==> src/rtl/weight_loader_if.sv <==
// -----------------------------------------------------------------------------
// weight_loader_if
// Purpose : Bundles the byte-stream handshake and the memory write port of the
//           weight loader so they travel as one connection.
// Signals : s_valid / s_data   - incoming stream byte and its valid flag
//           s_ready            - loader accepts the byte this cycle
//           wr_en              - one-cycle write strobe
//           wr_sel             - target memory: 0=w1, 1=b1, 2=w2, 3=b2
//           wr_addr / wr_data  - byte address within target and byte value
// Modports: slave  - the loader (consumes stream, produces writes)
//           master - the environment (produces stream, observes writes)
// -----------------------------------------------------------------------------
interface weight_loader_if;
  logic        s_valid;
  logic [7:0]  s_data;
  logic        s_ready;
  logic        wr_en;
  logic [1:0]  wr_sel;
  logic [14:0] wr_addr;
  logic [7:0]  wr_data;

  modport slave (
    input  s_valid, s_data,
    output s_ready, wr_en, wr_sel, wr_addr, wr_data
  );

  modport master (
    output s_valid, s_data,
    input  s_ready, wr_en, wr_sel, wr_addr, wr_data
  );
endinterface

==> src/rtl/weight_loader.sv <==
// -----------------------------------------------------------------------------
// weight_loader
// Purpose : Streams a complete network weight image (W1, B1, W2, B2) from a
//           byte stream into four target memories, then checks a trailing
//           XOR checksum byte.
// Params  : N_IN, N_HID, N_OUT - layer widths that size the four sections.
// Ports   : clk    - single rising-edge clock
//           rst    - asynchronous active-low reset
//           start  - one-cycle load request (ignored while busy)
//           bus    - stream handshake + memory write port (slave modport)
//           busy   - load in progress (LD_W1..FIN)
//           done   - one-cycle pulse when the load finishes
//           err    - sticky checksum mismatch, cleared by the next start
// -----------------------------------------------------------------------------
module weight_loader #(
  parameter int N_IN  = 784,
  parameter int N_HID = 32,
  parameter int N_OUT = 10
) (
  input  logic            clk,
  input  logic            rst,
  input  logic            start,
  weight_loader_if.slave  bus,
  output logic            busy,
  output logic            done,
  output logic            err
);

  localparam logic [14:0] LAST_W1 = 15'(N_IN * N_HID - 1);
  localparam logic [14:0] LAST_B1 = 15'(N_HID - 1);
  localparam logic [14:0] LAST_W2 = 15'(N_HID * N_OUT - 1);
  localparam logic [14:0] LAST_B2 = 15'(N_OUT - 1);

  typedef enum logic [2:0] {
    IDLE, LD_W1, LD_B1, LD_W2, LD_B2, CHK, FIN
  } state_t;

  state_t      state_q;
  logic [14:0] cnt_q;
  logic [7:0]  chk_q;
  logic        s_ready_q;
  logic        wr_en_q;
  logic [1:0]  wr_sel_q;
  logic [14:0] wr_addr_q;
  logic [7:0]  wr_data_q;
  logic        busy_q;
  logic        done_q;
  logic        err_q;

  // Per-section decode: which memory is targeted, whether the current
  // counter value is the section's final byte, and where to go next.
  logic        last_d;
  logic [1:0]  sel_d;
  state_t      adv_d;
  logic        xfer;

  assign xfer = bus.s_valid & s_ready_q;

  always_comb begin
    last_d = 1'b0;
    sel_d  = 2'd0;
    adv_d  = IDLE;
    case (state_q)
      LD_W1: begin last_d = (cnt_q == LAST_W1); sel_d = 2'd0; adv_d = LD_B1; end
      LD_B1: begin last_d = (cnt_q == LAST_B1); sel_d = 2'd1; adv_d = LD_W2; end
      LD_W2: begin last_d = (cnt_q == LAST_W2); sel_d = 2'd2; adv_d = LD_B2; end
      LD_B2: begin last_d = (cnt_q == LAST_B2); sel_d = 2'd3; adv_d = CHK;   end
      default: ;
    endcase
  end

  always_ff @(posedge clk or negedge rst) begin
    if (!rst) begin
      state_q   <= IDLE;
      cnt_q     <= '0;
      chk_q     <= '0;
      s_ready_q <= 1'b0;
      wr_en_q   <= 1'b0;
      wr_sel_q  <= '0;
      wr_addr_q <= '0;
      wr_data_q <= '0;
      busy_q    <= 1'b0;
      done_q    <= 1'b0;
      err_q     <= 1'b0;
    end else begin
      // Strobes default low; write fields keep their last value.
      wr_en_q <= 1'b0;
      done_q  <= 1'b0;
      case (state_q)
        IDLE: begin
          if (start) begin
            state_q   <= LD_W1;
            err_q     <= 1'b0;
            cnt_q     <= '0;
            chk_q     <= '0;
            s_ready_q <= 1'b1;
            busy_q    <= 1'b1;
          end
        end
        LD_W1, LD_B1, LD_W2, LD_B2: begin
          if (xfer) begin
            wr_en_q   <= 1'b1;
            wr_sel_q  <= sel_d;
            wr_addr_q <= cnt_q;
            wr_data_q <= bus.s_data;
            chk_q     <= chk_q ^ bus.s_data;
            // The final byte of a section moves on in the same edge, so
            // the next section's first byte can arrive back-to-back.
            if (last_d) begin
              cnt_q   <= '0;
              state_q <= adv_d;
            end else begin
              cnt_q   <= cnt_q + 15'd1;
            end
          end
        end
        CHK: begin
          // Trailer byte is compared only, never written.
          if (xfer) begin
            if (bus.s_data != chk_q) err_q <= 1'b1;
            state_q   <= FIN;
            s_ready_q <= 1'b0;
            done_q    <= 1'b1;
          end
        end
        FIN: begin
          state_q <= IDLE;
          busy_q  <= 1'b0;
        end
        default: begin
          state_q   <= IDLE;
          s_ready_q <= 1'b0;
          busy_q    <= 1'b0;
        end
      endcase
    end
  end

  assign bus.s_ready = s_ready_q;
  assign bus.wr_en   = wr_en_q;
  assign bus.wr_sel  = wr_sel_q;
  assign bus.wr_addr = wr_addr_q;
  assign bus.wr_data = wr_data_q;
  assign busy        = busy_q;
  assign done        = done_q;
  assign err         = err_q;

endmodule

==> src/flat_wrapper.sv <==
// flat-port wrapper written by rule: the top's interface ports become plain ports
module weight_loader_flat 
#(
  parameter int N_IN  = 784,
  parameter int N_HID = 32,
  parameter int N_OUT = 10
)
  (clk, rst, start, busy, done, err, bus_s_valid, bus_s_data, bus_s_ready, bus_wr_en, bus_wr_sel, bus_wr_addr, bus_wr_data);
  weight_loader_if bus_i ();
  input  logic clk;
  input  logic rst;
  input  logic start;
  output logic busy;
  output logic done;
  output logic err;
  input wire logic [$bits(bus_i.s_valid)-1:0] bus_s_valid;
  input wire logic [$bits(bus_i.s_data)-1:0] bus_s_data;
  output wire logic [$bits(bus_i.s_ready)-1:0] bus_s_ready;
  output wire logic [$bits(bus_i.wr_en)-1:0] bus_wr_en;
  output wire logic [$bits(bus_i.wr_sel)-1:0] bus_wr_sel;
  output wire logic [$bits(bus_i.wr_addr)-1:0] bus_wr_addr;
  output wire logic [$bits(bus_i.wr_data)-1:0] bus_wr_data;
  assign bus_i.s_valid = bus_s_valid;
  assign bus_i.s_data = bus_s_data;
  assign bus_s_ready = bus_i.s_ready;
  assign bus_wr_en = bus_i.wr_en;
  assign bus_wr_sel = bus_i.wr_sel;
  assign bus_wr_addr = bus_i.wr_addr;
  assign bus_wr_data = bus_i.wr_data;
  weight_loader #(.N_IN(N_IN), .N_HID(N_HID), .N_OUT(N_OUT)) u_core (.clk(clk), .rst(rst), .start(start), .bus(bus_i), .busy(busy), .done(done), .err(err));
endmodule
==> config.mk <==
export PLATFORM = sky130hd
export DESIGN_NAME = weight_loader_flat
export DESIGN_NICKNAME = d
export VERILOG_FILES = /design/src/rtl/weight_loader_if.sv /design/src/rtl/weight_loader.sv /design/src/flat_wrapper.sv
export SDC_FILE = /design/constraint.sdc
export NUM_CORES = 1
export LEC_CHECK = 0
export CAP_MARGIN = 5
export CORE_AREA = 2 2 120 99
export CTS_CLUSTER_SIZE = 20
export DETAILED_ROUTE_END_ITERATION = 10
export DIE_AREA = 0 0 122 101
export DONT_BUFFER_PORTS = 1
export GPL_TIMING_DRIVEN = 0
export SYNTH_ARGS = -nofsm -noshare
export SYNTH_HDL_FRONTEND = slang
export SYNTH_SLANG_ARGS = --single-unit
==> constraint.sdc <==
create_clock -name clk -period 2.1 [get_ports clk]
set_input_delay 0.21 -clock clk [delete_from_list [all_inputs] [get_ports clk]]
set_output_delay 0.21 -clock clk [all_outputs]
set_load 0.01 [all_outputs]
Word-level counts from Yosys, hierarchy flattened --
Cells that the tools add are included.
Word-level totals: input bits 12, output and inout bits 30, logic and storage cells 70, bits in registers 56
Cells by class: reduce and logical (&&, ||, !) cells 12, $add $sub $neg 1, bitwise gates (word level) 4, muxes and demuxes 26, equality and inequality tests 16
Operators by type and width (number):
- $mux W15 | 3
- $pmux W15 S2 | 1
- $mux W8 | 2
- $pmux W8 S2 | 1
- $add A15 B1 Y15 const B | 1
- $eq A15 B15 Y1 const B | 1
- $eq A15 B4 Y1 const B | 1
- $eq A15 B5 Y1 const B | 1
- $eq A15 B9 Y1 const B | 1
- $mux W3 | 4
- $pmux W3 S4 | 1
- $reduce_or A5 Y1 | 2
- $eq A3 B3 Y1 const B | 3
- $pmux W3 S3 | 1
- $mux W1 | 8
- $ne A2 B1 Y1 const B | 4
- $ne A8 B8 Y1 | 1
- $reduce_and A4 Y1 | 2
- $xor A8 B8 Y8 | 1
- $eq A3 B2 Y1 const B | 2
- $pmux W2 S3 | 1
- $reduce_and A3 Y1 | 2
- $pmux W1 S2 | 2
- $pmux W1 S4 | 1
- other kinds (9) | 12

Logic depth before layout (Yosys ltp) --
Gate-level depths: netlist of the first run.
word-level depth 5, gate-level depth with buffers 8

Worst setup path after synthesis of the first run --
OpenSTA, ideal clock, no wires.
kind register -> register, from register u_core.state_q[2], to register u_core.cnt_q[13], cell stages (with the launch flop) 8, setup slack 0.137 ns, data arrival time 1.827 ns, period minus slack after synthesis 1.963 ns, buffers on the path 1, required time 1.964 ns, cell sequence dfrtp_1 > nor3b_2 > or3_4 > a221oi_4 > nand2_1 > nand2_1 > buf_2 > o311ai_1
On the way: word-level cells in the longest chain between the ends 5
Ends and longest elaborated chain:
- start: declaration | RTL line weight_loader.sv:38 | state_t state_q;
- start signal: assignment | RTL line weight_loader.sv:111 | state_q <= adv_d;
- $eq A3 B3 Y1 (tied with other cells) | RTL line weight_loader.sv:63, weight_loader.sv:89
- $pmux W1 S4 | RTL line weight_loader.sv:63 | case (state_q)
- $mux W15 | RTL line weight_loader.sv:109 | if (last_d) begin
- $mux W15 | RTL line weight_loader.sv:101 | if (xfer) begin
- $pmux W15 S2 | RTL line weight_loader.sv:89 | case (state_q)
- end signal: assignment | RTL line weight_loader.sv:113 | cnt_q <= cnt_q + 15'd1;
- end: declaration | RTL line weight_loader.sv:39 | logic [14:0] cnt_q;
Parallel ways exist; a longest one is shown, timed or not. The select of a mux whose other input is x is not followed. A chain may end at the register's enable or synchronous reset.

Worst setup path in the final report of the first run --
from register u_core.cnt_q[14], to register u_core.cnt_q[6]
On the way: word-level cells in the longest chain between the ends 5
Ends and longest elaborated chain:
- $eq A15 B4 Y1 (tied with other cells) | RTL line weight_loader.sv:67 | LD_B2: begin last_d = (cnt_q == LAST_B2); sel_d = 2'd3; adv_d = CHK; end
- $pmux W1 S4 * | RTL line weight_loader.sv:63
- $mux W15 * | RTL line weight_loader.sv:109
- $mux W15 * | RTL line weight_loader.sv:101
- $pmux W15 S2 * | RTL line weight_loader.sv:89
Every way passes the cells marked *; elsewhere a longest branch is shown, timed or not. The select of a mux whose other input is x is not followed.

==> results of run 1 <==
## cells in the mapped netlist, drive strengths merged
library cell | n | share of area
ha | 1 | 0.0046
dfrtp | 56 | 0.52
nor3b | 1 | 0.0046
nand4 | 5 | 0.011
a31oi | 3 | 0.0069
o21ai | 35 | 0.064
buf | 5 | 0.011
nor2b | 1 | 0.0023
a21oi | 9 | 0.017
xnor2 | 5 | 0.016
and4 | 1 | 0.0032
nor2 | 13 | 0.018
clkbuf | 11 | 0.015
nand2b | 7 | 0.016
nand2 | 95 | 0.13
o31ai | 2 | 0.0055
a211oi | 4 | 0.011
o311ai | 6 | 0.019
a21o | 1 | 0.0028
nand4b | 1 | 0.0032
nor3 | 3 | 0.0055
and2 | 2 | 0.0046
inv | 10 | 0.014
o211a | 1 | 0.0037
a2111oi | 1 | 0.0032
nor4 | 5 | 0.011
a221oi | 1 | 0.0097
o32ai | 1 | 0.0032
and3 | 7 | 0.016
xor2 | 1 | 0.0032
o21bai | 2 | 0.0055
o22ai | 4 | 0.0092
a2111o | 1 | 0.0041
or3 | 1 | 0.0041
nand3 | 13 | 0.024
## critical path: cells and delay by family, from the launching register on
kind,cells,cell delay (ns)
flops,1,0.45
buf+inv,1,0.18
simple gates,2,0.54
compound gates,4,0.74
## kinds of logic (layout without fill, tap and decap cells)
kind of cell | Yosys count | count (layout) | share of synthesized area
buf+inv | 26 | 41 | 0.04002
flops | 56 | 56 | 0.5152
xor+xnor | 6 | 6 | 0.01932
fa+ha+maj | 1 | 1 | 0.004599
compound gates | 71 | 71 | 0.1651
simple gates | 155 | 155 | 0.2557
## per-layer routing
metal | track usage | vias to the layer above
met4 | 0.02918 | 0
met2 | 0.1848 | 72
met5 | 0 | -
met1 | 0.1695 | 1122
met3 | 0.04468 | 4
li1 | - | 1118
## sequential cells by signal, summed over array words and instances, names as in the netlist
register,count
u_core.bus.s_ready,1
u_core.bus.wr_addr,15
u_core.bus.wr_data,8
u_core.bus.wr_en,1
u_core.bus.wr_sel,2
u_core.busy,1
u_core.chk_q,8
u_core.cnt_q,15
u_core.done,1
u_core.err,1
u_core.state_q,3
## final cells by class
type / instances / area (um^2)
flip-flops and latches: 56 / 1405
fillers: 1186 / 7939
inverters: 10 / 37.54
clock inverters: 2 / 35.03
well taps: 148 / 185.2
multi-input cells: 233 / 1270
plain buffers: 16 / 87.58
repair buffers: 7 / 78.83
clock buffers: 6 / 128.9
## repair_timing
action / in CTS / in global routing
gates resized for setup: 14 / 16
pin swaps: 1 / 3
setup endpoints to repair: 39 / 42
hold buffers: 2 / 0
endpoints found under the hold margin: 56 / 0
setup buffers: 3 / 2
## power groups by stage
stage          Sequential, uW  Clock (uW)  Combinational (uW)
6_report                 1520         947                 517
5_1_grt                  1560        1020                 595
4_1_cts                  1520         975                 494
3_3_place_gp             1540           0                 439
3_5_place_dp             1540           0                 454
2_1_floorplan            1470           0                 366
## stage by stage
step,setup TNS (ns),utilization,power (uW)
2_1_floorplan,0,-,1837
3_3_place_gp,-4.849,0.2602,1975
3_5_place_dp,-6.344,0.2602,1993
4_1_cts,0,0.2845,2989
5_1_grt,0,0.2891,3170
6_report,0,0.2891,2981
## worst max path at each step
| stage | from | endpoint | slack (ns) | depth (start not counted) |
|---|---|---|---|---|
| floorplan | u_core.state_q[2] | u_core.cnt_q[13] | 0.14 | 7 |
| global placement | u_core.state_q[1] | u_core.cnt_q[11] | -0.25 | 8 |
| detailed placement | u_core.state_q[1] | u_core.cnt_q[11] | -0.27 | 8 |
| CTS | u_core.state_q[1] | u_core.cnt_q[11] | 0.00002 | 8 |
| global route | u_core.cnt_q[14] | u_core.state_q[1] | 0.004 | 6 |
| finish | u_core.cnt_q[14] | u_core.cnt_q[6] | 0.08 | 7 |
==> run summary, run 1 <==
Outcome -> finished clean
Syn Area/Cell -> 8.635 um^2
Peak supply drop -> 0.0003268 V
RSZ-0062 raised after global routing -> no
DPL Wire Length -> 4951 um
R2r startpoint -> u_core.cnt_q[14]
Hold Crit Start -> bus_s_data[3]
Yosys warns -> 0
Met2 wire length -> 3209 um
Highest Signal Layer -> met4
Worst Hold Slack -> 0.02436 ns
Min Tclk post-route -> 2.016 ns
Core Area -> 0.01117 mm^2
Max-cap violations -> 0
Mapped Cells -> 315
DP Worst Slack -> -0.2714 ns
First-pass GRT wire length -> 11810 um
Final antenna-violating net count -> 0
Switching Share -> 0.3124
Nets -> 342
Period utilization -> 0.9599
Synthesis-to-finish area growth -> 18.68%
Total CTS buffers -> 5
Clock buffer depth -> 2
CTS tree -> done
Ant. Diodes -> 0
Met3 wire length -> 683 um
Commonest non-fill, non-tap cell in the layout -> nand2_1
Routed wire length -> 7251 um
P_int -> 2050 uW
Final setup fails -> 0
CP Class -> register to register
Die X -> 122 um
Arrival time at the worst endpoint -> 2.20 ns
Power per Cell Area -> 923.5 mW/mm^2
Worst reg-to-reg setup slack -> 0.08 ns
DRT iter0 DRCs -> 185
Worst hold-check path type -> primary input to register
Slowest CP cell -> dfrtp_1
Clock power frac -> 0.318
Seq/Total Area, Yosys -> 0.5152
Placed instance area -> 0.002905 mm^2
I/O pin total -> 42
Critical path required time -> 2.28 ns
Hold depth -> 2
Via Count -> 2316
Slew margin rel. -> 0.6163
Drt via density -> 4.845
Worst Hold End -> u_core.bus.wr_data[3]
Final hold vios -> 0
Number of port buffers -> 0
P_sw -> 931.2 uW
Vias in the first global route -> 2226
Initial cell density of the core -> 0.2436
Setup Skew -> 0.009431 ns
Comb pwr share -> 0.174
Sequential share of power -> 0.509
Worst slew pin tran -> 0.5755 ns
Die H -> 101 um
DRT Pass-1 Iters -> 5
Crit-path max FO -> 6
Clock Sinks -> 56
Critical path's largest stage delay -> 0.45 ns
Crit path capture type -> register
Top achievable clock speed -> 496.1 MHz
GPL Wtd Cong -> 0.8427
Clock latency on the worst-skew pair -> 0.30 ns
Crit Reg-Reg Endpoint -> u_core.cnt_q[6]
Die ar. -> 0.01232 mm^2
Wire length per cell -> 15.17 um
Crit-path cells -> nand4_1 > or3_4 > a221oi_4 > buf_4 > a21oi_2 > a21oi_1 > o22ai_1
# placed instances -> 463
GR Overflow Total -> 0
Share of cells above drive strength 1 -> 0.1182
Design Area, Final -> 0.003228 mm^2
DRC -> 0
Synth Cell Area -> 0.002720 mm^2
Met1 WL -> 3302 um
CTS clk-pin slew, worst paths -> 0.07 ns
Yosys reg bits -> 56
Leak Pwr -> 0.001447 uW
CTS H-tree lvls -> 2
Most frequent cells in the layout -> nand2_1, dfrtp_1, o21ai_0, nand3_1, nor2_1
Syn_nets -> 328
Synth unique cells -> 39
Antenna violations before repair -> 0
Setup crit start kind -> register
Final-report max-slew violation count -> 0
Largest net degree at the start of global routing -> 57
All-Layer GR Usage -> 0.1233
Num rows -> 35
Worst-case reg-to-reg path depth -> 7
Fin cells -> 478
Root Buffer -> clkbuf_16
Worst setup margin -> 0.08414 ns
Power figures use the tool's default switching activity.
==> run 2: changes to the inputs <==
--- a/config.mk
+++ b/config.mk
@@ -5,7 +5,6 @@
 export SDC_FILE = /design/constraint.sdc
 export NUM_CORES = 1
 export LEC_CHECK = 0
-export CAP_MARGIN = 5
 export CORE_AREA = 2 2 120 99
 export CTS_CLUSTER_SIZE = 20
 export DETAILED_ROUTE_END_ITERATION = 10
==> results of run 2 <==
Final layout, timing and power as in run 1 (identical DEF).
==> run 3: changes to the inputs <==
--- a/config.mk
+++ b/config.mk
@@ -9,7 +9,6 @@
 export CTS_CLUSTER_SIZE = 20
 export DETAILED_ROUTE_END_ITERATION = 10
 export DIE_AREA = 0 0 122 101
-export DONT_BUFFER_PORTS = 1
 export GPL_TIMING_DRIVEN = 0
 export SYNTH_ARGS = -nofsm -noshare
 export SYNTH_HDL_FRONTEND = slang
==> run 3 against run 2 <==
- wire length shrank 2.3%
- fmax fell by 2.7%
- worst setup slack lost 0.057 ns
- via count rose by 6.5%
- final cell count up 8.8%
- sequential power is 4% lower
- combinational power rose by 50%
- non-clock buffer count up 42
- register-to-register slack got worse by 0.06 ns
- clock power up 5.4%
- largest cell class unchanged
- highest routed layer unchanged
==> run summary, run 3 (synthesized netlist as in run 1, its figures left out) <==
Synthesis-to-finish area growth -> 34.77%
Max-cap violations -> 0
DRT iter0 DRCs -> 207
Die H -> 101 um
Critical path's largest stage delay -> 0.45 ns
P_int -> 2283 uW
Nets -> 384
Number of port buffers -> 41
Slew margin rel. -> 0.5798
Outcome -> finished clean
GPL Wtd Cong -> 0.8334
Top achievable clock speed -> 482.5 MHz
Slowest CP cell -> dfrtp_2
GR Overflow Total -> 0
Final-report max-slew violation count -> 0
Switching Share -> 0.2935
Sequential share of power -> 0.450
Leak Pwr -> 0.001614 uW
Setup crit start kind -> register
Final setup fails -> 0
Arrival time at the worst endpoint -> 2.25 ns
Final hold vios -> 0
CTS clk-pin slew, worst paths -> 0.07 ns
Largest net degree at the start of global routing -> 31
CP bufs+invs -> 1
Clock power frac -> 0.309
I/O pin total -> 42
Routed wire length -> 7083 um
Drt via density -> 4.744
Crit-path max FO -> 7
Core Area -> 0.01117 mm^2
# placed instances -> 505
Crit path capture type -> register
Die X -> 122 um
Peak supply drop -> 0.0003111 V
Antenna violations before repair -> 0
Most frequent cells in the layout -> nand2_1, dfrtp_1, clkdlybuf4s50_1, o21ai_0, nand3_1
Min Tclk post-route -> 2.073 ns
Clock Sinks -> 56
R2r startpoint -> u_core.state_q[2]
Worst slew pin tran -> 0.6303 ns
Wire length per cell -> 13.62 um
DRC -> 0
CP Class -> register to register
Comb pwr share -> 0.241
Via Count -> 2467
RSZ-0062 raised after global routing -> yes
Ant. Diodes -> 0
All-Layer GR Usage -> 0.1199
Clock latency on the worst-skew pair -> 0.29 ns
Commonest non-fill, non-tap cell in the layout -> nand2_1
Period utilization -> 0.9869
Crit-path cells -> nor3b_2 > or3_4 > a221oi_4 > buf_6 > nand4_1 > a21o_1
CTS tree -> done
P_sw -> 948.6 uW
Vias in the first global route -> 2288
Die ar. -> 0.01232 mm^2
CP startpoint -> u_core.state_q[2]
Fin cells -> 520
Clock buffer depth -> 2
Share of cells above drive strength 1 -> 0.1129
CTS H-tree lvls -> 2
Power per Cell Area -> 881.5 mW/mm^2
Root Buffer -> clkbuf_16
Worst hold-check path type -> register to register
Final antenna-violating net count -> 0
First-pass GRT wire length -> 11720 um
Critical path required time -> 2.28 ns
DRT Pass-1 Iters -> 4
Hold Crit Start -> u_core.bus.wr_data[2]
Num rows -> 35
CP top delay family -> simple AND/OR/NAND/NOR gates
DPL Wire Length -> 4975 um
Design Power -> 3232 uW
Total CTS buffers -> 5
Initial cell density of the core -> 0.2436
Setup Skew -> 0.005376 ns
-- run 3: cell types whose count changed in the layout (fill, tap and decap cells not counted), sizes merged --
cell / delta
clkinv: -1
buf: +3
clkdlybuf4s50: +40
-- run 3: tightest hold or removal path: cells and delay by family, from the launching register on --
kind / cells / cell delay [ns]
flops: 1 / 0.34
simple gates: 2 / 0.10
-- run 3: area by class of cell --
class	count	area, um^2
plain buffers	16	86.33
fillers	1172	7501
inverters	10	37.54
clock inverters	1	30.03
clock buffers	7	152.6
flip-flops and latches	56	1403
well taps	148	185.2
multi-input cells	233	1287
repair buffers	49	484.2
-- run 3: power groups by stage --
stage | combinational (uW) | sequential, uW | clock, uW
2_1_floorplan | 366 | 1470 | 0
3_3_place_gp | 742 | 1460 | 0
3_5_place_dp | 756 | 1470 | 0
4_1_cts | 765 | 1450 | 1020
5_1_grt | 869 | 1490 | 1070
6_report | 778 | 1460 | 998
-- run 3: layer usage --
layer,part of all wire,vias to the layer above,routed length (um),global-route usage
li1,-,1193,-,-
met1,0.50,1189,3551,0.1784
met2,0.42,75,2997,0.1758
met3,0.061,10,431,0.02941
met4,0.015,0,103,0.02476
met5,0,-,0,0
-- run 3: final timing paths --
path	to	slack, ns	depth (start not counted)
max	u_core.state_q[1]	0.03	6
min in group asynchronous	u_core.bus.wr_data[2]	0.48	2
min	u_core.bus.wr_data[2]	0.47	2
max in group asynchronous	u_core.cnt_q[3]	1.03	3
max reg2reg	u_core.state_q[1]	0.03	6
min reg2reg	u_core.bus.wr_data[2]	0.47	2
-- run 3: per-stage QoR --
step / setup slack [ns] / hold slack (ns) / cell area (um^2) / util / setup TNS [ns]
after floorplan: 0.1372 / -0.08559 / 2720 / - / 0
final: 0.02745 / 0.4719 / 3666 / 0.3283 / 0
after global placement: -1.052 / 0.4586 / 3316 / 0.2969 / -64.21
after global routing: -0.06775 / 0.4927 / 3666 / 0.3283 / -0.5201
after detailed placement: -0.2886 / 0.2741 / 3331 / 0.2983 / -6.175
after CTS: 0.0001479 / 0.4796 / 3570 / 0.3197 / 0
-- run 3: what timing repair did --
item	4_1_cts	5_1_grt
buffers inserted	2	4
gates resized for setup	9	23
hold endpoints to repair	26	0
endpoints found under the setup margin	39	38
pin swaps	1	6
hold buffers	1	0
gates cloned	0	0
